**src/rtl/rx_wr_space_tracker_pkg.sv**
```systemverilog
// Shared definitions for the RX ring write-side space tracker: FSM encodings
// and the ring address-width macro used by the surrounding codebase.
`ifndef BF
`define BF 9
`endif

package rx_wr_space_tracker_pkg;

  // One-hot encodings keep the state decode to a single flop per state.
  typedef enum logic [2:0] {
    ST_IDLE  = 3'b001,
    ST_CHECK = 3'b010,
    ST_BUSY  = 3'b100
  } state_e;

  localparam int unsigned WAIT_CNT_W = 8;

endpackage

```
**src/rtl/rx_free_space_calc.sv**
```systemverilog
// Registers the synchronised read pointer and derives the registered free
// word count and almost_full flag from it and the committed write pointer.
module rx_free_space_calc #(
  parameter int unsigned ADDR_W         = 10,
  parameter int unsigned ALMOST_FULL_TH = 64
) (
  input  logic              clk,
  input  logic              reset_n,
  input  logic [ADDR_W-1:0] rd_addr_in,
  input  logic [ADDR_W-1:0] wr_addr_in,
  output logic [ADDR_W-1:0] free_space,
  output logic              almost_full
);

  logic [ADDR_W-1:0] rd_q;
  logic [ADDR_W-1:0] free_d;
  logic              af_d;

  // One slot always stays empty so rd == wr reads as an empty ring.
  always_comb begin
    free_d = rd_q - wr_addr_in - ADDR_W'(1);
    af_d   = (32'(free_d) < ALMOST_FULL_TH);
  end

  // NOTE: sequential state uses non-blocking assignments so every flop
  // samples pre-edge values regardless of process evaluation order.
  always_ff @(posedge clk or negedge reset_n) begin
    if (!reset_n) begin
      rd_q        <= '0;
      free_space  <= '0;
      almost_full <= 1'b0;
    end else begin
      rd_q        <= rd_addr_in;
      free_space  <= free_d;
      almost_full <= af_d;
    end
  end

endmodule

```
**src/rtl/rx_wr_space_tracker.sv**
```systemverilog
// Write-side space tracker: arbitrates frame reservations against the
// registered free space and owns the committed write pointer.
module rx_wr_space_tracker
  import rx_wr_space_tracker_pkg::*;
#(
  parameter int unsigned ADDR_W         = `BF + 1,
  parameter int unsigned ALMOST_FULL_TH = 64,
  parameter int unsigned WAIT_TIMEOUT   = 255
) (
  input  logic              clk,
  input  logic              reset_n,
  input  logic [ADDR_W-1:0] commited_rd_address_in,
  input  logic              req_valid,
  input  logic [ADDR_W-1:0] req_len,
  output logic              req_grant,
  output logic              req_reject,
  output logic              req_drop,
  input  logic              wr_done,
  input  logic              wr_abort,
  output logic [ADDR_W-1:0] wr_base_address,
  output logic [ADDR_W-1:0] commited_wr_address,
  output logic [ADDR_W-1:0] free_space,
  output logic              almost_full,
  output logic              busy
);

  localparam logic [WAIT_CNT_W-1:0] WAIT_LIMIT = WAIT_CNT_W'(WAIT_TIMEOUT);

  state_e                state_q, state_d;
  logic [ADDR_W-1:0]     len_q, len_d;
  logic [ADDR_W-1:0]     wr_q, wr_d;
  logic [WAIT_CNT_W-1:0] wait_q, wait_d;

  rx_free_space_calc #(
    .ADDR_W         (ADDR_W),
    .ALMOST_FULL_TH (ALMOST_FULL_TH)
  ) u_free_space_calc (
    .clk         (clk),
    .reset_n     (reset_n),
    .rd_addr_in  (commited_rd_address_in),
    .wr_addr_in  (wr_q),
    .free_space  (free_space),
    .almost_full (almost_full)
  );

  always_ff @(posedge clk or negedge reset_n) begin
    if (!reset_n) begin
      state_q <= ST_IDLE;
      len_q   <= '0;
      wr_q    <= '0;
      wait_q  <= '0;
    end else begin
      state_q <= state_d;
      len_q   <= len_d;
      wr_q    <= wr_d;
      wait_q  <= wait_d;
    end
  end

  // NOTE: every signal written here gets a default first; a path that left
  // one unassigned would infer a latch.
  always_comb begin
    state_d    = state_q;
    len_d      = len_q;
    wr_d       = wr_q;
    wait_d     = wait_q;
    req_grant  = 1'b0;
    req_reject = 1'b0;
    req_drop   = 1'b0;
    case (state_q)
      ST_IDLE: begin
        if (req_valid) begin
          len_d   = req_len;
          wait_d  = '0;
          state_d = ST_CHECK;
        end
      end
      ST_CHECK: begin
        // An ADDR_W-bit length never exceeds the ring's maximum free space,
        // so zero is the only length that can never fit.
        if (len_q == '0) begin
          req_reject = 1'b1;
          state_d    = ST_IDLE;
        end else if (len_q <= free_space) begin
          req_grant = 1'b1;
          state_d   = ST_BUSY;
        end else if (wait_q == WAIT_LIMIT) begin
          req_drop = 1'b1;
          state_d  = ST_IDLE;
        end else begin
          wait_d = wait_q + WAIT_CNT_W'(1);
        end
      end
      ST_BUSY: begin
        if (wr_done) begin
          wr_d    = wr_q + len_q;
          state_d = ST_IDLE;
        end else if (wr_abort) begin
          state_d = ST_IDLE;
        end
      end
      default: state_d = ST_IDLE;
    endcase
  end

  assign busy                = (state_q == ST_BUSY);
  assign commited_wr_address = wr_q;
  assign wr_base_address     = wr_q;

endmodule

```
**config.mk**
```make
export PLATFORM = sky130hd
export DESIGN_NAME = rx_wr_space_tracker
export DESIGN_NICKNAME = d
export VERILOG_FILES = /design/src/rtl/rx_wr_space_tracker_pkg.sv /design/src/rtl/rx_free_space_calc.sv /design/src/rtl/rx_wr_space_tracker.sv
export SDC_FILE = /design/constraint.sdc
export NUM_CORES = 1
export LEC_CHECK = 0
export CAP_MARGIN = 20
export CORE_AREA = 2 2 107 109
export DETAILED_ROUTE_END_ITERATION = 7
export DIE_AREA = 0 0 109 111
export GPL_TIMING_DRIVEN = 0
export SLEW_MARGIN = 20
export SYNTH_ARGS = -nofsm -noshare
export SYNTH_HDL_FRONTEND = slang
export SYNTH_SLANG_ARGS = --single-unit
```
**constraint.sdc**
```tcl
create_clock -name clk -period 2.4 [get_ports clk]
set_input_delay 0.36 -clock clk [delete_from_list [all_inputs] [get_ports clk]]
set_output_delay 0.36 -clock clk [all_outputs]
set_load 0.02 [all_outputs]
```
==> metrics.txt, run 1 <==
DIE WIDTH 109 um; detailed placement HPWL between 5000 and 6000 um; initial antenna violation count 0; failing checks negative setup slack; Final Worst Setup Slack -0.120 ns; worst path bufs/invs 2; clock transition at the registers of the reported paths around 0.070 ns; synth-to-layout area growth 42.4%; pre-CTS WS -0.674 ns; num rows 39; nets 461; largest net degree at the start of global routing 53; n_diodes 0; Port Buffers around 60; total track usage 0.134; Critical Path Max Stage Delay 0.41 ns; final hold violations 0; crit path DAT between 2 and 2.5 ns; max cap viols 0; Post-synth EDFFs 0; sequential area share after synthesis 0.422; TNS Setup -0.218 ns; CP Class register to output port; Pwr Total 5.99 mW; vias per cell 4.63; Non-Filler Instances 549; Worst Skew 0.00481 ns; Skew-Pair Late Insertion Delay 0.29 ns; Crit-path slowest cell or3_4; H-tree depth 2; DR vias 2544; Main synth FF type dfrtp_1; synthesized flop and latch total 52; setup violators final 2; boundary pin count 60; Starting Density 0.279; ys async rst share 1.00; grt ovf 0; CTS Buf Count 5; Synth Net Count 370; WL final 7780 um; RSZ-0062 raised after global routing yes; Worst Hold Class input pin to asynchronous set/reset pin; fin crit share 1.05; crit end category output port; Final Instance Area about 0.0044 mm^2; DRT Pass-1 Iters 4; Antenna Nets Post-Route 0; DRC Markers 0; crit path launch type register; fin util 0.397; Tightest Pin Transition 0.677 ns; TritonCTS Sinks 52; cell area after synthesis 0.00309 mm^2; Syn Area/Cell 9.83 um^2; P_leak just under 2 nW; crit path time final 2.52 ns; yosys warns 0; area of the multi-input gates about 0.0017 mm^2; CP Max Fanout 3; Placed Instances 516; hold buffer count at cts 0; Slew HR 0.549; commonest cells after routing, fill and taps aside clkdlybuf4s50_1, dfrtp_1, nand2_1; wire per inst 14.2 um; number of global-route vias before repair 2686; status finished, violations left; Worst EP required 2.04 ns; fillers 1060; CTS Root Cell clkbuf_16; Worst VDD drop 0.559 mV; DP Area 0.00386 mm^2; layout cells sized above 1 0.232; pwr/cell area about 1400 mW/mm^2; gp weighted congestion around 0.78; crit-path cells inv_2 -> ha_4 -> nand3_4 -> or3_4 -> o221ai_4 -> o21a_1 -> nand2_2 -> nor2_4 -> buf_6; first-pass GRT wire length 12900 um; Synth Instances ~310; Yosys cell types 55; Max Slew Vio Count 0; Fin Hold WS 0.103 ns; fmax 397 MHz; die footprint 0.0121 mm^2; commonest non-fill, non-tap cell in the layout clkdlybuf4s50_1; Std-Cell Core Area ~0.011 mm^2; Starting DRT DRC Count 80; Die Span Y between 100 and 150 um; Worst path top cell family by delay simple AND/OR/NAND/NOR gates; FF/Latch Area 0.00131 mm^2; CTS tree yes; Max clock buf depth 2
final timing paths:
check | start | to | slack, ns | cells after the start
setup / recovery | u_free_space_calc.free_space[6] | req_drop | -0.12 | 9
hold / removal | reset_n | wait_q[2] | 0.10 | 1
setup reg to reg | u_free_space_calc.free_space[6] | state_q[0] | 0.19 | 10
hold reg to reg | u_free_space_calc.rd_q[0] | u_free_space_calc.free_space[0] | 0.47 | 1
max in group asynchronous | reset_n | commited_wr_address[4] | 1.80 | 1
min in group clk | u_free_space_calc.rd_q[0] | u_free_space_calc.free_space[0] | 0.47 | 1
power breakdown:
part           internal [mW]  leakage, nW  switching [mW]
combinational           1.85         1.23            1.87
sequential              1.18        0.638           0.288
clock                  0.490       0.0798           0.323
cell usage after synthesis, drive strengths merged (2+ instances only):
library cell / n / area [um^2]
buf: 12 / 91.3
xnor2: 11 / 96.3
ha: 29 / 363
mux2i: 2 / 20.0
a211oi: 2 / 15.0
nand4: 2 / 12.5
clkbuf: 3 / 11.3
o21ai: 16 / 80.1
xor2: 4 / 35.0
dfrtp: 51 / 1280
o21a: 3 / 22.5
inv: 35 / 131
a21o: 5 / 37.5
a31oi: 3 / 18.8
o21bai: 2 / 15.0
or3: 3 / 18.8
and3: 6 / 37.5
nor4: 7 / 43.8
a21boi: 2 / 15.0
a41o: 3 / 30.0
nor3: 5 / 36.3
or2: 2 / 12.5
or3b: 2 / 17.5
o31ai: 3 / 37.5
fa: 2 / 40.0
o211ai: 2 / 25.0
nand3: 9 / 45.0
nor3b: 3 / 27.5
mux2: 3 / 33.8
nor2: 13 / 48.8
a21oi: 15 / 75.1
nand2: 40 / 153
worst register-to-register path: stages, from the launching register on:
cell	delay, ns
dfrtp_1	0.39
inv_2	0.06
ha_4	0.27
nand3_4	0.08
or3_4	0.41
o221ai_4	0.15
o21a_1	0.19
nand2_2	0.08
buf_4	0.16
buf_4	0.12
a211oi_1	0.22
cells by family (layout without fill, tap and decap cells):
group / Yosys count / after routing / share of synthesized area
AO/OA/AOI/OAI: 64 / 64 / 0.154
buffers and inverters: 50 / 142 / 0.0758
multiplexers: 5 / 5 / 0.0174
adder cells (fa/ha/maj): 31 / 31 / 0.130
XOR/XNOR: 15 / 15 / 0.0425
AND/OR/NAND/NOR: 97 / 97 / 0.158
flip-flops: 52 / 52 / 0.422
flip-flops by register name (all words and copies together), names as in the netlist:
register and cells:
commited_wr_address 10, len_q 10, state_q 3, u_free_space_calc.almost_full 1, u_free_space_calc.free_space 10, u_free_space_calc.rd_q 10
wait_q 8
area by class of cell:
class / count / area share
plain buffers: 15 / 0.0233
clock buffers: 5 / 0.0285
clock inverters: 3 / 0.00968
inverters: 35 / 0.0299
multi-input cells: 212 / 0.393
flip-flops and latches: 52 / 0.298
well taps: 143 / 0.0407
repair buffers: 84 / 0.177
per-layer routing:
layer	global-route usage	wire length, um	vias up
met5	0	0	-
met4	0.0350	91	0
met3	0.0229	214	10
met2	0.238	4140	42
met1	0.165	3330	1230
li1	-	-	1262
timing repair:
action,4_1_cts,5_1_grt
setup buffers,20,5
hold endpoints to repair,0,0
pin swaps,5,6
gates resized for setup,33,13
setup endpoints to repair,3,3
Note: power is estimated with default switching activity, not from simulation.
==> run 2, diff against run 1 <==
Settings changed: TNS_END_PERCENT from default to 30.
==> metrics.txt, run 2 (same netlist as run 1, synthesis figures left out) <==
failing checks negative setup slack (unchanged); commonest cells after routing, fill and taps aside clkdlybuf4s50_1, dfrtp_1, nand2_1 (unchanged); Starting Density 0.279 (unchanged); Skew-Pair Late Insertion Delay 0.29 ns (about the same); Antenna Nets Post-Route 0 (unchanged); crit-path cells ha_4 -> nand3_4 -> or3_4 -> o221ai_4 -> o21a_1 -> nand2_2 -> nor2_4 -> buf_6 (was inv_2 -> ha_4 -> nand3_4 -> or3_4 -> o221ai_4 -> o21a_1 -> nand2_2 -> nor2_4 -> buf_6); worst path bufs/invs 1 (was 2); fillers 1065 (was 1060); Worst Skew 0.00464 ns (was 0.00481 ns); CTS Buf Count 5 (unchanged); P_leak 1.93 nW (was 1.95 nW); sw frac 0.413 (about the same); CTS Root Cell clkbuf_16 (unchanged); WL final 7690 um (was 7780 um); Worst EP required 2.04 ns (about the same); R2R Setup Slk 0.14 ns (was 0.19 ns); first-pass GRT wire length 12800 um (was 12900 um); DIE WIDTH 109 um (unchanged); hold buffer count at cts 0 (unchanged); Slew HR 0.549 (about the same); vias per cell 4.61 (was 4.63); TritonCTS Sinks 52 (unchanged); part of the power in combinational logic 0.616 (was 0.620); CP Class register to output port (unchanged); fin crit share 1.05 (about the same); gp weighted congestion 0.776 (unchanged); synth-to-layout area growth 41.5% (was 42.4%); H-tree depth 2 (unchanged); Max clock buf depth 2 (unchanged); die footprint 0.0121 mm^2 (unchanged); Std-Cell Core Area 0.0111 mm^2 (unchanged); Starting DRT DRC Count 60 (was 80); Crit-path slowest cell dfrtp_1 (was or3_4); crit path time final 2.51 ns (was 2.52 ns); fin util 0.395 (was 0.397); status finished, violations left (unchanged); CTS tree yes (unchanged); Switching Power 2.46 mW (was 2.48 mW); largest net degree at the start of global routing 53 (unchanged); number of global-route vias before repair 2684 (was 2686); internal power 3.49 mW (was 3.52 mW); Max Slew Vio Count 0 (unchanged); CP Max Fanout 3 (unchanged); Worst VDD drop 0.563 mV (was 0.559 mV); Critical Path Max Stage Delay 0.42 ns (was 0.41 ns); Final Worst Setup Slack -0.113 ns (was -0.120 ns); final hold violations 0 (unchanged); crit path DAT 2.15 ns (was 2.16 ns); fmax 398 MHz (was 397 MHz); RSZ-0062 raised after global routing yes (unchanged); num rows 39 (unchanged); max cap viols 0 (unchanged); crit path launch type register (unchanged); initial antenna violation count 0 (unchanged); Clock power frac 0.137 (was 0.136); clock transition at the registers of the reported paths 0.07 ns (about the same); pwr/cell area 1360 mW/mm^2 (about the same); DR vias 2519 (was 2544); TNS Setup -0.223 ns (was -0.218 ns); Tightest Pin Transition 0.676 ns (was 0.677 ns); setup violators final 2 (unchanged); layout cells sized above 1 0.225 (was 0.232); Die Span Y 111 um (unchanged); n_diodes 0 (unchanged); wire per inst 14.0 um (was 14.2 um); commonest non-fill, non-tap cell in the layout clkdlybuf4s50_1 (unchanged); detailed placement HPWL 5650 um (unchanged); DRT Pass-1 Iters 4 (unchanged); Worst Hold Class input pin to asynchronous set/reset pin (unchanged); crit end category output port (unchanged); DRC Markers 0 (unchanged); Reg power frac 0.247 (was 0.245); nets 459 (was 461); grt ovf 0 (unchanged); Port Buffers 59 (unchanged); boundary pin count 60 (unchanged); total track usage 0.134 (about the same); Worst path top cell family by delay simple AND/OR/NAND/NOR gates (unchanged)
-- run 2: cell types whose count changed in the layout (fill, tap and decap cells not counted) --
cell,before,now
buf_6,3,2
buf_4,36,35
o41ai_2,1,0
o41ai_1,0,1
-- run 2: power by group through the flow --
stage	registers, mW	logic, mW	clock network (mW)
after floorplan	1.60	1.84	0
after global placement	1.49	2.88	0
after detailed placement	1.50	2.96	0
after CTS	1.45	3.50	0.832
after global routing	1.52	4.02	0.866
final	1.47	3.67	0.814
-- run 2: cell type report --
class | count | area (um^2) | area share
Multi-Input combinational cell | 212 | 1720 | 0.394
Sequential cell | 52 | 1310 | 0.300
Timing Repair Buffer | 82 | 758 | 0.173
Tap cell | 143 | 179 | 0.0409
Inverter | 35 | 131 | 0.0301
Clock buffer | 5 | 125 | 0.0286
Buffer | 15 | 103 | 0.0235
Clock inverter | 3 | 42.5 | 0.00973
-- run 2: repair_timing --
item | CTS | global route
resized for setup | 31 | 13
setup endpoints to repair | 3 | 3
pin swaps | 5 | 8
setup buffers | 19 | 4
-- run 2: metal layers --
metal / wire, um / vias to the layer above / GRT usage
met5: 0 / - / 0
met4: 78 / 0 / 0.0350
met3: 224 / 8 / 0.0229
met2: 4060 / 45 / 0.236
met1: 3330 / 1207 / 0.166
li1: - / 1259 / -
-- run 2: stage by stage --
step	power [mW]	area, um^2	std cells	hold slack, ns	setup slack [ns]
finish	5.95	4370	547	0.103	-0.113
detailed placement	4.46	3860	516	0.452	-0.674
global route	6.40	4370	547	0.180	-0.198
CTS	5.79	4280	543	0.140	-0.181
floorplan	3.44	3090	314	0.0644	0.0565
global placement	4.38	3860	516	0.451	-0.691
-- run 2: final timing paths --
| check | startpoint | end | depth (start not counted) |
|---|---|---|---|
| worst min register to register | u_free_space_calc.rd_q[0] | u_free_space_calc.free_space[0] | 1 |
| min in group clk | u_free_space_calc.rd_q[0] | u_free_space_calc.free_space[0] | 1 |
| worst max register to register | commited_wr_address[1] | u_free_space_calc.almost_full | 8 |
| worst min-delay path | reset_n | wait_q[2] | 1 |
| worst max-delay path | len_q[5] | req_drop | 8 |
| max in group asynchronous | reset_n | commited_wr_address[4] | 1 |
==> run 3, diff against run 2 <==
Settings changed: ABC_CLOCK_PERIOD_IN_PS from default to 2300.
Clock period 2.4 ns to 2.3 ns, I/O delays scaled along.
==> metrics.txt, run 3 (same netlist as run 1, synthesis figures left out) <==
Worst path top cell family by delay simple AND/OR/NAND/NOR gates (unchanged); Antenna Nets Post-Route 0 (unchanged); Max Slew Vio Count 0 (unchanged); Clock power frac 0.142 (was 0.137); grt ovf 0 (unchanged); CTS tree yes (unchanged); DIE WIDTH 109 um (unchanged); Placed Instances 516 (unchanged); nets 461 (was 459); R2R Setup Slk 0.05 ns (was 0.14 ns); DR vias 2550 (was 2519); H-tree depth 2 (unchanged); max cap viols 0 (unchanged); fmax 396 MHz; Non-Filler Instances 549 (was 547); Worst Hold Class input pin to asynchronous set/reset pin (unchanged); Max clock buf depth 2 (unchanged); DRT Pass-1 Iters 5 (was 4); part of the power in combinational logic 0.615 (was 0.616); reg2reg path depth 8 (unchanged); crit path launch type register (unchanged); Port Buffers 59 (unchanged); layout cells sized above 1 0.229 (was 0.225); worst path bufs/invs 1 (unchanged); Reg power frac 0.243 (was 0.247); number of cells on the critical path 8 (unchanged); crit end category output port (unchanged); gp weighted congestion 0.765 (was 0.776); Std-Cell Core Area 0.0111 mm^2 (unchanged); setup violators final 2 (unchanged); n_diodes 0 (unchanged); crit-path cells ha_4 -> nand3_4 -> or3_4 -> o221ai_4 -> o21a_1 -> nand2_2 -> nor2_4 -> buf_6 (unchanged); Starting Density 0.279 (unchanged); total track usage 0.132 (was 0.134); clock transition at the registers of the reported paths 0.07 ns (about the same); CP Launch Point len_q[9] (was len_q[5]); boundary pin count 60 (unchanged); num rows 39 (unchanged); WL final 7650 um (was 7690 um); commonest non-fill, non-tap cell in the layout clkdlybuf4s50_1 (unchanged); Final Worst Setup Slack -0.225 ns (was -0.113 ns); die footprint 0.0121 mm^2 (unchanged); worst r2r src commited_wr_address[2] (was commited_wr_address[1]); failing checks negative setup slack (unchanged); DRC Markers 0 (unchanged); fin crit share 1.10; commonest cells after routing, fill and taps aside clkdlybuf4s50_1, dfrtp_1, nand2_1 (unchanged); Worst EP required 1.96 ns (was 2.04 ns); vias per cell 4.64 (was 4.61); CP Class register to output port (unchanged); largest net degree at the start of global routing 53 (unchanged); Die Span Y 111 um (unchanged); crit path time final 2.52 ns; Worst Skew 0.00452 ns (was 0.00464 ns); TritonCTS Sinks 52 (unchanged); Critical Path Max Stage Delay 0.44 ns (was 0.42 ns); RSZ-0062 raised after global routing yes (unchanged); pwr/cell area 1430 mW/mm^2 (was 1360 mW/mm^2); P_leak 1.95 nW (was 1.93 nW); detailed placement HPWL 5510 um (was 5650 um); Tightest Pin Transition 0.681 ns (was 0.676 ns); status finished, violations left (unchanged); Switching Power 2.57 mW (was 2.46 mW); internal power 3.75 mW (was 3.49 mW); CTS Root Cell clkbuf_16 (unchanged); Crit Reg-Reg Endpoint u_free_space_calc.almost_full (unchanged); CP Max Fanout 3 (unchanged); CTS Buf Count 5 (unchanged); crit path DAT 2.18 ns (was 2.15 ns); Starting DRT DRC Count 53 (was 60); Worst VDD drop 0.576 mV (was 0.563 mV); Crit-path slowest cell dfrtp_2 (was dfrtp_1); synth-to-layout area growth 43.1% (was 41.5%); final hold violations 0 (unchanged); first-pass GRT wire length 12600 um (was 12800 um); Slew HR 0.546 (was 0.549); initial antenna violation count 0 (unchanged); number of global-route vias before repair 2540 (was 2684); sw frac 0.407 (was 0.413); fillers 1055 (was 1065); fin util 0.399 (was 0.395); wire per inst 13.9 um (was 14.0 um); Skew-Pair Late Insertion Delay 0.29 ns (about the same)
run 3: power by group through the flow:
| stage | Clock (mW) | Sequential (mW) | Combinational (mW) |
|---|---|---|---|
| floorplan | 0 | 1.67 | 1.92 |
| global placement | 0 | 1.56 | 3.01 |
| detailed placement | 0 | 1.57 | 3.07 |
| CTS | 0.924 | 1.53 | 3.74 |
| global route | 0.954 | 1.58 | 4.25 |
| finish | 0.898 | 1.53 | 3.89 |
run 3: worst max path at each step:
stage,end
6_report,req_drop
5_1_grt,req_drop
4_1_cts,req_drop
3_5_place_dp,req_drop
3_3_place_gp,u_free_space_calc.rd_q[7]
2_1_floorplan,req_drop
run 3: worst register-to-register path, cell delays in order, from the launching register on:
cell and delay, ns:
dfrtp_2 0.41, inv_1 0.06, ha_1 0.34, and3_1 0.23, a2111oi_4 0.45, o21ai_1 0.12
a21oi_1 0.18, xnor2_1 0.10, nor4_1 0.26
run 3: cell type report:
| type | count | area, um^2 | share of cell area |
|---|---|---|---|
| multi-input cells | 212 | 1730 | 0.393 |
| flip-flops and latches | 52 | 1310 | 0.297 |
| repair buffers | 84 | 777 | 0.176 |
| well taps | 143 | 179 | 0.0405 |
| clock buffers | 7 | 153 | 0.0346 |
| inverters | 35 | 131 | 0.0297 |
| plain buffers | 15 | 103 | 0.0232 |
| clock inverters | 1 | 30.0 | 0.00680 |
run 3: repair_timing:
item,in CTS,in global routing
hold endpoints to repair,0,0
endpoints found under the setup margin,9,7
pin swaps,9,3
gates resized for setup,36,9
buffers inserted,18,7
hold buffers,0,0
run 3: metal layers:
metal  GRT usage  routed length [um]  vias to the layer above
met5           0                   0                        -
met1       0.171                3420                     1223
li1            -                   -                     1264
met2       0.226                3860                       51
met4      0.0342                 130                        0
met3      0.0212                 241                       12
run 3: metrics by stage:
step / setup TNS (ns) / cell area [um^2] / hold WS [ns] / setup WS (ns) / total power [mW]
floorplan: 0 / 3100 / 0.0494 / 0.00181 / 3.59
global placement: -41.03 / 3860 / 0.451 / -0.779 / 4.57
detailed placement: -1.57 / 3860 / 0.438 / -0.781 / 4.64
CTS: -0.432 / 4330 / 0.131 / -0.254 / 6.20
global route: -0.777 / 4420 / 0.167 / -0.305 / 6.79
finish: -0.403 / 4420 / 0.102 / -0.225 / 6.32
